**src/rtl/ps2_key_display.sv**
```systemverilog
// ps2_key_display: PS/2 keyboard front end for a row of 7-segment digits.
// Synchronises the raw PS/2 lines, assembles and validates 11-bit frames,
// follows make/break sequences and counts key presses in two BCD digits.
// Optional feature macro: PS2_ASCII_EN (set-2 scancode to ASCII table).
module ps2_key_display #(
  parameter int TIMEOUT_CYC = 50000,
  parameter int SYNC_STAGES = 3
) (
  input  logic       clk,
  input  logic       clrn,
  input  logic       ps2_clk,
  input  logic       ps2_data,
  output logic [3:0] code_hi,
  output logic [3:0] code_lo,
  output logic [3:0] cnt_tens,
  output logic [3:0] cnt_ones,
  output logic       key_down,
  output logic       blank,
  output logic       frame_err,
  output logic [7:0] ascii
);

  localparam int TW = $clog2(TIMEOUT_CYC + 1);

  typedef enum logic [1:0] {S_IDLE, S_HELD, S_BREAK, S_BREAK_IDLE} state_t;

  logic [SYNC_STAGES-1:0] clk_sync, dat_sync;
  logic                   clk_prev;
  logic                   fall_p0;
  logic                   dat_p0;
  logic [3:0]             bitcnt;
  logic [9:0]             frame_p0;
  logic [TW-1:0]          tcnt;
  logic                   vld_p1;
  logic [7:0]             byte_p1;
  logic                   frame_ok;
  state_t                 state, nstate;
  logic [7:0]             key_code;
  logic [7:0]             cnt;
  logic                   nkey_down, latch, inc;

  // Two-digit BCD increment, 99 wraps to 00.
  function automatic logic [7:0] bcd_inc(input logic [7:0] v);
    logic [3:0] t, o;
    t = v[7:4];
    o = v[3:0];
    if (o == 4'd9) begin
      o = 4'd0;
      t = (t == 4'd9) ? 4'd0 : t + 4'd1;
    end else begin
      o = o + 4'd1;
    end
    return {t, o};
  endfunction

  // Synchronisers idle high, matching the PS/2 bus idle level.
  always_ff @(posedge clk or negedge clrn) begin
    if (!clrn) begin
      clk_sync <= '1;
      dat_sync <= '1;
      clk_prev <= 1'b1;
    end else begin
      clk_sync <= {clk_sync[SYNC_STAGES-2:0], ps2_clk};
      dat_sync <= {dat_sync[SYNC_STAGES-2:0], ps2_data};
      clk_prev <= clk_sync[SYNC_STAGES-1];
    end
  end

  // ---- stage p0: falling-edge detect and bit sample
  assign fall_p0 = clk_prev & ~clk_sync[SYNC_STAGES-1];
  assign dat_p0  = dat_sync[SYNC_STAGES-1];

  // frame_p0 holds start, d0..d7, parity; the stop bit is checked live.
  assign frame_ok = ~frame_p0[0] & dat_p0 & (^frame_p0[9:1]);

  // Bit collection, frame validation and partial-frame timeout.
  always_ff @(posedge clk or negedge clrn) begin
    if (!clrn) begin
      bitcnt    <= 4'd0;
      frame_p0  <= 10'd0;
      tcnt      <= '0;
      vld_p1    <= 1'b0;
      byte_p1   <= 8'd0;
      frame_err <= 1'b0;
    end else begin
      vld_p1    <= 1'b0;
      frame_err <= 1'b0;
      if (fall_p0) begin
        tcnt <= '0;
        if (bitcnt == 4'd10) begin
          bitcnt    <= 4'd0;
          vld_p1    <= frame_ok;
          frame_err <= ~frame_ok;
          byte_p1   <= frame_p0[8:1];
        end else begin
          frame_p0[bitcnt] <= dat_p0;
          bitcnt           <= bitcnt + 4'd1;
        end
      end else if (bitcnt == 4'd0) begin
        tcnt <= '0;
      end else if (tcnt == TW'(TIMEOUT_CYC - 1)) begin
        tcnt   <= '0;
        bitcnt <= 4'd0;
      end else begin
        tcnt <= tcnt + 1'b1;
      end
    end
  end

  // ---- stage p1: delivered byte drives the make/break FSM
  always_ff @(posedge clk or negedge clrn) begin
    if (!clrn) state <= S_IDLE;
    else       state <= nstate;
  end

  // Next state plus key latch / count-increment strobes.
  always_comb begin
    nstate    = state;
    nkey_down = key_down;
    latch     = 1'b0;
    inc       = 1'b0;
    if (vld_p1) begin
      unique case (state)
        S_IDLE: begin
          if (byte_p1 == 8'hF0) begin
            nstate = S_BREAK_IDLE;
          end else if (byte_p1 != 8'hE0) begin
            latch     = 1'b1;
            inc       = 1'b1;
            nkey_down = 1'b1;
            nstate    = S_HELD;
          end
        end
        S_HELD: begin
          if (byte_p1 == 8'hF0) begin
            nstate = S_BREAK;
          end else if (byte_p1 != 8'hE0 && byte_p1 != key_code) begin
            latch = 1'b1;
            inc   = 1'b1;
          end
        end
        S_BREAK: begin
          if (byte_p1 == key_code) begin
            nkey_down = 1'b0;
            nstate    = S_IDLE;
          end else begin
            nstate = S_HELD;
          end
        end
        default: nstate = S_IDLE;
      endcase
    end
  end

  // Registered display state, updated with the FSM transition.
  always_ff @(posedge clk or negedge clrn) begin
    if (!clrn) begin
      key_code <= 8'd0;
      key_down <= 1'b0;
      cnt      <= 8'd0;
    end else begin
      key_down <= nkey_down;
      if (latch) key_code <= byte_p1;
      if (inc)   cnt      <= bcd_inc(cnt);
    end
  end

`ifdef PS2_ASCII_EN
  logic [7:0] ascii_r;

  // Set-2 scancode to lowercase ASCII; unmapped codes give 0.
  function automatic logic [7:0] to_ascii(input logic [7:0] sc);
    case (sc)
      8'h1C: return 8'h61; 8'h32: return 8'h62; 8'h21: return 8'h63;
      8'h23: return 8'h64; 8'h24: return 8'h65; 8'h2B: return 8'h66;
      8'h34: return 8'h67; 8'h33: return 8'h68; 8'h43: return 8'h69;
      8'h3B: return 8'h6A; 8'h42: return 8'h6B; 8'h4B: return 8'h6C;
      8'h3A: return 8'h6D; 8'h31: return 8'h6E; 8'h44: return 8'h6F;
      8'h4D: return 8'h70; 8'h15: return 8'h71; 8'h2D: return 8'h72;
      8'h1B: return 8'h73; 8'h2C: return 8'h74; 8'h3C: return 8'h75;
      8'h2A: return 8'h76; 8'h1D: return 8'h77; 8'h22: return 8'h78;
      8'h35: return 8'h79; 8'h1A: return 8'h7A;
      8'h45: return 8'h30; 8'h16: return 8'h31; 8'h1E: return 8'h32;
      8'h26: return 8'h33; 8'h25: return 8'h34; 8'h2E: return 8'h35;
      8'h36: return 8'h36; 8'h3D: return 8'h37; 8'h3E: return 8'h38;
      8'h46: return 8'h39; 8'h29: return 8'h20;
      default: return 8'h00;
    endcase
  endfunction

  // ASCII is latched together with key_code and held after release.
  always_ff @(posedge clk or negedge clrn) begin
    if (!clrn)      ascii_r <= 8'h00;
    else if (latch) ascii_r <= to_ascii(byte_p1);
  end

  assign ascii = ascii_r;
`else
  assign ascii = 8'h00;
`endif

  assign code_hi  = key_code[7:4];
  assign code_lo  = key_code[3:0];
  assign cnt_tens = cnt[7:4];
  assign cnt_ones = cnt[3:0];
  assign blank    = ~key_down;

endmodule
```
**config.mk**
```make
export PLATFORM = sky130hd
export DESIGN_NAME = ps2_key_display
export DESIGN_NICKNAME = d
export VERILOG_FILES = /design/src/rtl/ps2_key_display.sv
export SDC_FILE = /design/constraint.sdc
export NUM_CORES = 1
export LEC_CHECK = 0
export BUFFER_PORTS_ARGS = -buffer_cell sky130_fd_sc_hd__buf_2
export CORE_UTILIZATION = 45
export CTS_CLUSTER_DIAMETER = 100
export DETAILED_ROUTE_END_ITERATION = 8
export PLACE_DENSITY = 0.68
export SLEW_MARGIN = 20
export SYNTH_ARGS = -nofsm -noshare
export SYNTH_HDL_FRONTEND = slang
export SYNTH_SLANG_ARGS = --single-unit
```
**constraint.sdc**
```tcl
create_clock -name clk -period 2 [get_ports clk]
set_input_delay 0.2 -clock clk [delete_from_list [all_inputs] [get_ports clk]]
set_output_delay 0.2 -clock clk [all_outputs]
set_load 0.05 [all_outputs]
```
==> out/metrics.yaml <==
run_status:
  status: "finished, final reports clean"
placement:
  dpl.hpwl_um: 3560
  numPortBuffers: 22
  dp_worst_setup_slack_ps: 26.5
  gp_congestion: 0.792
finish:
  final_util_pct: 53.4
  area_growth_pct: 14.8
  nNetsFinal: 312
  n_antenna_cell: 0
  final_layout_size_suffix_gt1_share_pct: 29.2
critical_path:
  worstSetupEndpointType: "flip-flop"
  r2r_end: "key_code[2]"
  worst-r2r-setup-slack_ps: 90
  criticalPathCategory: "reg -> reg"
  worstSetupEndpoint: "key_code[2]"
  path_max_fanout: 9
  arrival_ps: 2120
  startpoint: "byte_p1[4]"
  start_kind: "flip-flop"
  critPathRequiredTime_ps: 2210
  r2r_start: "byte_p1[4]"
  reg2reg_depth: 5
power:
  power_frac_clock_pct: 31.3
  p_leak_nw: 1.72
  switching_power_mw: 1.11
  internal_power_mw: 2.51
  seq_power_share_pct: 47.0
  power_density_mw_per_mm2: 1000
  comb_power_share_pct: 21.7
  peakVddDrop_v: 0.000459
  p_sw_share_pct: 30.6
cts:
  clk_path_buf_depth: 2
  cts-root-buf: "clkbuf_8"
  clock-sinks: 66
  cts_tree: "built"
  cts_buffers: 9
  postCtsSetupBuffers: 0
  path_clk_slew_ps: 70
  clock_latency_ps: 330
  cts_htree_levels: 3
yosys:
  synth_flop_cell: "dfrtp_1"
  synth-seq-cells: 66
  syn-instance-count: 272
  synth.top_cell.area_share_pct: 46.9
  synth_area_leader_cell: "dfrtp_1"
  synthDistinctLibCells: 44
  syn_area_mm2: 0.00315
  netlist_top_cells_count: "59 x dfrtp_1, 22 x mux2_2, 19 x nor2_1, 19 x xor2_1, 18 x nand2_1"
  yosysMostFrequentCell: "dfrtp_1"
  async_reset_ff_share_pct: 100
  yosys_warnings: 0
  ys_seq_area_share_pct: 52.8
  netlist_top_cells_area: "dfrtp_1 47%, mux2_2 7.9%, dfstp_2 5.8%, xor2_1 5.3%, xnor2_1 3.9%"
  avgSynthCellArea_um2: 11.6
  synth-edff-count: 0
drt:
  drtIter0Drc: 67
  via_per_inst: 5.24
  via_count: 2053
  wl_met1_um: 2630
  avgRoutedWirePerCell_um: 13.8
  wl_met2_um: 2520
  dr.max_layer_used: "met4"
  postRouteAntennaNets: 0
  drc: 0
  drt_wl_total_um: 5400
  firstDrtPassIters: 4
  route.met3.wl_um: 173
run:
  maxCapViolCount: 0
timing:
  finalSetupTns_ps: 0
  rsz0062_at_grt: "false"
  skew_ps: 8.80
  setup_viol: 0
  finalWorstSetupSlack_ps: 94.8
  fin_crit_ps: 1910
  drv_slew: 0
  timing.final.crit_share_pct: 95.3
  timing_hold_violations_final: 0
  fmax_ghz: 0.525
floorplanning:
  initial_core_util_pct: 46.6
  core_area_mm2: 0.00676
  row_count: 30
  boundaryPins: 31
  die_y_um: 85.6
  die_area_mm2: 0.00733
  die_w_um: 85.6
global_route:
  first_global_vias: 1968
  grt_max_degree: 49
  track_usage_pct: 15.5
  antenna_found_initial: 0
  grt_pass1_wl_um: 8910
  gr-total-overflow: 0
min_path:
  hp-class: "in -> async"
## state kept, by name, summed over array words and instances, names as in the netlist, 2 cells and up
name / count
tcnt: 16
frame_p0: 10
byte_p1: 8
cnt: 8
key_code: 8
bitcnt: 4
clk_sync: 3
dat_sync: 3
state: 2
## area by class of cell
cell class / instances / area (um^2)
clock buffer: 12 / 155
clock inverter: 4 / 50.0
fill: 602 / 3150
inverter: 7 / 26.3
multi-input combinational: 191 / 1410
sequential: 66 / 1670
tap: 80 / 100
timing repair buffer: 32 / 205
## worst min path at each step
stage | from | slack (ps) | cells after the start | endpoint
global route | clk_sync[0] | 360 | 0 | clk_sync[1]
global placement | clrn | 170 | 1 | cnt[2]
detailed placement | clrn | 180 | 1 | cnt[1]
floorplan | clrn | -100 | 0 | bitcnt[0]
finish | clrn | 360 | 2 | cnt[2]
CTS | clrn | 350 | 2 | cnt[1]
## cells by family after synthesis
group,after synthesis,share of synthesized area (%)
mux,30,11.5
xor+xnor,33,9.19
other cells,1,0.119
simple gates,92,16.0
flops,66,52.8
compound gates,27,6.13
fa+ha+maj,1,0.398
buf+inv,22,3.82
## cells in the final DEF, fill, tap and decap left out, types with 2 or more instances in the layout
cell type,instances
a21o_1,2
a21oi_1,7
dlygate4sd3_1,3
clkinvlp_4,2
a22o_1,2
buf_4,6
nor4_4,2
mux2_4,7
dfstp_2,7
buf_2,22
xor2_1,19
and3_1,6
and4_1,2
dfrtp_2,4
dfrtp_1,55
nor4b_1,2
nor3_1,4
conb_1,8
mux2_2,22
nor4bb_1,2
nand2_1,18
nand2b_1,3
xnor2_1,14
nor2_1,19
nand4_1,6
inv_1,7
clkbuf_8,11
o21ai_0,8
nand3_1,13
nor2b_1,8
## metrics by stage
stage	total power, mW	instance area, um^2	hold WS (ps)	std cells
6_report	3.62	3610	356	392
5_1_grt	3.81	3610	363	392
4_1_cts	3.64	3590	353	392
3_5_place_dp	2.49	3360	178	373
3_3_place_gp	2.47	3360	170	373
2_1_floorplan	2.31	3180	-95.6	279
## layer usage
| layer | track usage, % | up-vias |
|---|---|---|
| met1 | 19.8 | 1006 |
| met2 | 24.7 | 36 |
| li1 | - | 1003 |
| met4 | 7.88 | 0 |
| met5 | 0 | - |
| met3 | 3.56 | 8 |
## what timing repair did
action / 4_1_cts / 5_1_grt
resized for setup: 0 / 2
hold buffers: 3 / 0
endpoints found under the hold margin: 20 / 0
endpoints found under the setup margin: 0 / 9
## critical path, cell delays in order, from the launching register on
cell,delay [ps]
dfrtp_1,440
xor2_1,210
nor4_4,390
a31oi_4,200
buf_4,240
mux2_4,310
## power by group through the flow
stage | combinational (mW) | sequential, mW | clock (mW)
after floorplan | 0.645 | 1.67 | 0
after global placement | 0.754 | 1.72 | 0
after detailed placement | 0.767 | 1.72 | 0
after CTS | 0.777 | 1.70 | 1.17
after global routing | 0.870 | 1.73 | 1.21
final | 0.786 | 1.70 | 1.13
Power figures use the tool's default switching activity.
